`config.mk`:
```
export PLATFORM = sky130hd
export DESIGN_NAME = r2sdf_butterfly_stage
export DESIGN_NICKNAME = d
export VERILOG_FILES = /design/src/rtl/r2sdf_butterfly_stage.sv
export SDC_FILE = /design/constraint.sdc
export NUM_CORES = 1
export LEC_CHECK = 0
export CAP_MARGIN = 20
export CORE_MARGIN = 3
export CORE_UTILIZATION = 55
export CTS_CLUSTER_DIAMETER = 80
export DETAILED_ROUTE_END_ITERATION = 7
export GPL_TIMING_DRIVEN = 0
export PLACE_DENSITY = 0.73
export REMOVE_ABC_BUFFERS = 1
export SLEW_MARGIN = 15
export SYNTH_ARGS = -nofsm -noshare
export SYNTH_HDL_FRONTEND = slang
export SYNTH_SLANG_ARGS = --single-unit
```
`constraint.sdc`:
```
create_clock -name clkIn -period 6.3 [get_ports clkIn]
set_input_delay 1.26 -clock clkIn [delete_from_list [all_inputs] [get_ports clkIn]]
set_output_delay 1.26 -clock clkIn [all_outputs]
set_load 0.03 [all_outputs]
```
`src/rtl/r2sdf_butterfly_stage.sv`:
```
// Radix-2 single-path delay-feedback butterfly: pairs samples DELAY apart, emits sums then differences.
// Latency 1 cycle from advance event to output; no backpressure, enIn freezes all state.
module r2sdf_butterfly_stage #(
  parameter int DATA_WIDTH = 16,
  parameter int DELAY      = 4
) (
  input  logic                         clkIn,
  input  logic                         rstIn,
  input  logic                         enIn,
  input  logic                         validIn,
  input  logic                         lastIn,
  input  logic signed [DATA_WIDTH-1:0] dataReIn,
  input  logic signed [DATA_WIDTH-1:0] dataImIn,
  output logic                         validOut,
  output logic                         lastOut,
  output logic signed [DATA_WIDTH:0]   dataReOut,
  output logic signed [DATA_WIDTH:0]   dataImOut
);

  localparam int OW = DATA_WIDTH + 1;
  localparam int CW = (DELAY > 1) ? $clog2(DELAY) : 1;

  typedef enum logic [1:0] {FILL, BFLY, DRAIN} state_t;

  state_t               state;
  logic [CW-1:0]        cnt;
  logic                 primed;
  logic signed [OW-1:0] lineRe [DELAY];
  logic signed [OW-1:0] lineIm [DELAY];

  logic signed [OW-1:0] inRe, inIm, headRe, headIm;
  logic signed [OW-1:0] pushRe, pushIm, outRe, outIm;
  logic                 emit, advance, lastCnt;

  assign inRe    = {dataReIn[DATA_WIDTH-1], dataReIn};
  assign inIm    = {dataImIn[DATA_WIDTH-1], dataImIn};
  assign headRe  = lineRe[0];
  assign headIm  = lineIm[0];
  // DRAIN advances on enIn alone so trailing differences leave without input
  assign advance = enIn && ((state == DRAIN) || validIn);
  assign lastCnt = (DELAY == 1) || (cnt == CW'(DELAY - 1));

  always_comb begin
    pushRe = inRe;
    pushIm = inIm;
    outRe  = headRe;
    outIm  = headIm;
    emit   = 1'b0;
    case (state)
      FILL: begin
        emit = primed;
      end
      BFLY: begin
        outRe  = headRe + inRe;
        outIm  = headIm + inIm;
        pushRe = headRe - inRe;
        pushIm = headIm - inIm;
        emit   = 1'b1;
      end
      DRAIN: begin
        pushRe = '0;
        pushIm = '0;
        emit   = 1'b1;
      end
      default: emit = 1'b0;
    endcase
  end

  always_ff @(posedge clkIn) begin
    if (rstIn) begin
      state     <= FILL;
      cnt       <= '0;
      primed    <= 1'b0;
      validOut  <= 1'b0;
      lastOut   <= 1'b0;
      dataReOut <= '0;
      dataImOut <= '0;
      for (int i = 0; i < DELAY; i++) begin
        lineRe[i] <= '0;
        lineIm[i] <= '0;
      end
    end else begin
      validOut <= advance && emit;
      lastOut  <= advance && (state == DRAIN) && lastCnt;
      if (advance) begin
        if (emit) begin
          dataReOut <= outRe;
          dataImOut <= outIm;
        end
        for (int i = 0; i < DELAY - 1; i++) begin
          lineRe[i] <= lineRe[i+1];
          lineIm[i] <= lineIm[i+1];
        end
        lineRe[DELAY-1] <= pushRe;
        lineIm[DELAY-1] <= pushIm;
        cnt <= lastCnt ? '0 : cnt + CW'(1);
        if (lastCnt) begin
          case (state)
            FILL:  state <= BFLY;
            BFLY: begin
              primed <= 1'b1;
              state  <= lastIn ? DRAIN : FILL;
            end
            DRAIN: begin
              primed <= 1'b0;
              state  <= FILL;
            end
            default: state <= FILL;
          endcase
        end
      end
    end
  end

endmodule
```
==> impl_metrics.ini <==
[route]
drt-wirelength-per-cell_um = 17.5
first_iter_violations = 511
drtAntennaViolNets = 0
vias_per_cell = 5.73
wirelength_um = 23000
firstDrtPassIters = 6
vias = 7541
drc = 0

[power]
power.internal_mw = 2.12
swShare_pct = 26.1
power.leakage_nw = 4.73
seq_power_share_pct = 46.6
switching_power_mw = 0.749
combPwrFrac_pct = 14.1
peakVddDrop_v = 0.000187
powerDensity_nw_per_um2 = 242
p_clk_share_pct = 39.2

[synthesis]
syn_area_um2 = 10200
synth_cell_types = 72
yosys_warnings = 0
synth_flop_cell = edfxtp_1
ys_ff_latch = 177
avgSynthCellArea_um2 = 9.95
synth_area_leaders = edfxtp_1, ha_1, dfxtp_1, and2_1, a21oi_1
synth_top_area_cell = edfxtp_1
syn_inst = 1028
synth_top_area_share_pct = 39.9
yosysSeqAreaShare_pct = 48.0
yosysMostFrequentCell = edfxtp_1
async_flop_share_pct = 0
synthTopCellsByCount = edfxtp_1, nor2_1, and2_1, a21oi_1, ha_1
synth_edf_count = 136

[clock_tree]
cts_root_buf = clkbuf_16
ctsHoldBuffers = 0
cts_resized = 0
clk_pin_slew_ns = 0.07
clock_path_buffers = 2
cts_max_level = 4
numCtsBuffers = 17
cts_tree = done
cts_setup_buffers = 0
worstSkewPairLatency_ns = 0.44
cts.sink_count = 177

[layout]
diodes = 0
design_area_um2 = 11800
area_delta_synth_final_pct = 15.7
fin_nets = 1185
final_layout_size_suffix_gt1_share_pct = 5.61

[floorplanning]
die_h_um = 142
dieArea_um2 = 20300
core_um2 = 18100
fp.dieW_um = 142
rows = 49
ios = 73
initial_core_util_pct = 56.5

[timing]
fin_ws_ns = 1.85
setup_viol = 0
fin_crit_sh_pct = 70.6
slew_viol_final = 0
hold_ws_ns = 0.450
fmax_ghz = 0.225
slew_headroom_pct = 36.7
fin_crit_ns = 4.45
grt_setup_unrepaired = no
finClkSkew_ns = 0.0160
hold_viol = 0
tightest_slew_ns = 0.940

[global_routing]
grt_overflow = 0
grt_pass1_wl_um = 37800
antenna_found_initial = 0
grt_pass1_vias = 7333
grt.total_usage_pct = 23.5
grt_max_degree = 83

[hold_path]
hp-class = reg -> reg
min_path_cells = 2

[place]
port_buffers = 72
dp_slack_ns = 1.61
gp_congestion = 0.899
hpwl_um = 15800
place_area_um2 = 11200

[status]
status = complete, no violations

[setup_path]
arrival_ns = 4.64
max_stage_delay_ns = 0.82
cp-end-kind = flip-flop
required_ns = 6.49
path_cells = clkdlybuf4s50_1 -> ha_1 -> fa_1 -> and2b_1 -> o21ai_1 -> a21oi_1 -> o21ai_0 -> a2111oi_0 -> o21ai_0 -> mux2i_1 -> nand2_1
cpMostUsedCell = o21ai_0
timing_worst_setup_path_type = in -> reg
crit_path_max_fanout = 3
ff2ff_path_depth = 9
cp_slowest_cell = a2111oi_0
worstSetupStartpointType = input port

[run]
drv_cap = 0
==> power groups by stage <==
stage | Combinational [mW] | Clock [mW] | Sequential [mW]
detailed placement | 0.398 | 0 | 1.36
floorplan | 0.283 | 0 | 1.36
global route | 0.450 | 1.19 | 1.34
global placement | 0.384 | 0 | 1.37
finish | 0.405 | 1.12 | 1.34
CTS | 0.402 | 1.14 | 1.34
==> layer usage <==
layer | vias up | global-route usage, % | wire, µm
met5 | - | 0 | 0
met4 | 0 | 6.50 | 343
met3 | 31 | 4.27 | 911
met2 | 171 | 38.5 | 11000
met1 | 3621 | 32.5 | 10700
li1 | 3718 | - | -
==> layout by cell type (no fill, tap or decap), types with 7 or more instances in the layout <==
master / n
xor2_1: 11
o21ai_0: 49
a21oi_1: 80
and2_1: 103
dfxtp_1: 41
ha_1: 68
xnor2_1: 33
a21o_1: 9
o21bai_1: 7
mux2i_1: 10
o21a_1: 8
a211oi_1: 17
nand2_1: 59
a31oi_1: 8
nor2b_1: 15
inv_1: 66
clkdlybuf4s50_1: 71
nor2_1: 103
and3_1: 8
clkbuf_16: 17
nand3_1: 12
edfxtp_1: 136
nor3_1: 26
==> kinds of logic (layout without fill, tap and decap cells) <==
kind of cell	Yosys count	in the layout	synth area share, %
xor gates and xnor gates	44	44	3.77
muxes	10	10	0.979
AOI/OAI and AO/OA	246	246	15.8
adders and majority gates	73	73	9.23
buffers and inverters	118	178	4.48
and+or+nand+nor	360	360	17.8
DFF	177	177	48.0
==> state kept, by name, indices dropped and copies added (netlist names) <==
name       flops
dataReOut     17
lastOut        1
lineIm        68
state          2
lineRe        68
validOut       1
dataImOut     17
primed         1
cnt            2
==> worst max-delay path: cells and delay by family <==
family | cells | cell delay, ns
AOI/OAI and AO/OA | 5 | 1.70
adders and majority gates | 2 | 0.68
buffers and inverters | 1 | 0.48
and+or+nand+nor | 2 | 0.31
muxes | 1 | 0.20
==> stage by stage <==
stage	TNS [ns]	cells	power, mW	util (%)
floorplan	0	976	1.64	-
global placement	-256.55	1277	1.76	60.9
detailed placement	0	1285	1.76	62.0
CTS	0	1317	2.88	65.4
global route	0	1317	2.98	65.4
finish	0	1317	2.87	65.4
==> path summary, 6_finish.rpt <==
| check | from | end | slack (ns) |
|---|---|---|---|
| worst min register to register | dataReOut[10]$_SDFFE_PP0P_ | dataReOut[10]$_SDFFE_PP0P_ | 0.45 |
| worst min-delay path | dataReOut[10]$_SDFFE_PP0P_ | dataReOut[10]$_SDFFE_PP0P_ | 0.45 |
| worst max-delay path | dataReIn[0] | lineRe[3][14]$_SDFFCE_PN0P_ | 1.85 |
| worst max register to register | state[1]$_SDFFE_PP0P_ | lineRe[3][11]$_SDFFCE_PN0P_ | 2.66 |
==> area by class of cell <==
cell class                      instances  area, µm²
Clock buffer                           17        425
Clock inverter                         15        201
Fill cell                            1464       6250
Inverter                               66        248
Multi-Input combinational cell        733       4890
Sequential cell                       177       4900
Tap cell                              229        287
Timing Repair Buffer                   80        875
Power figures use the tool's default switching activity.
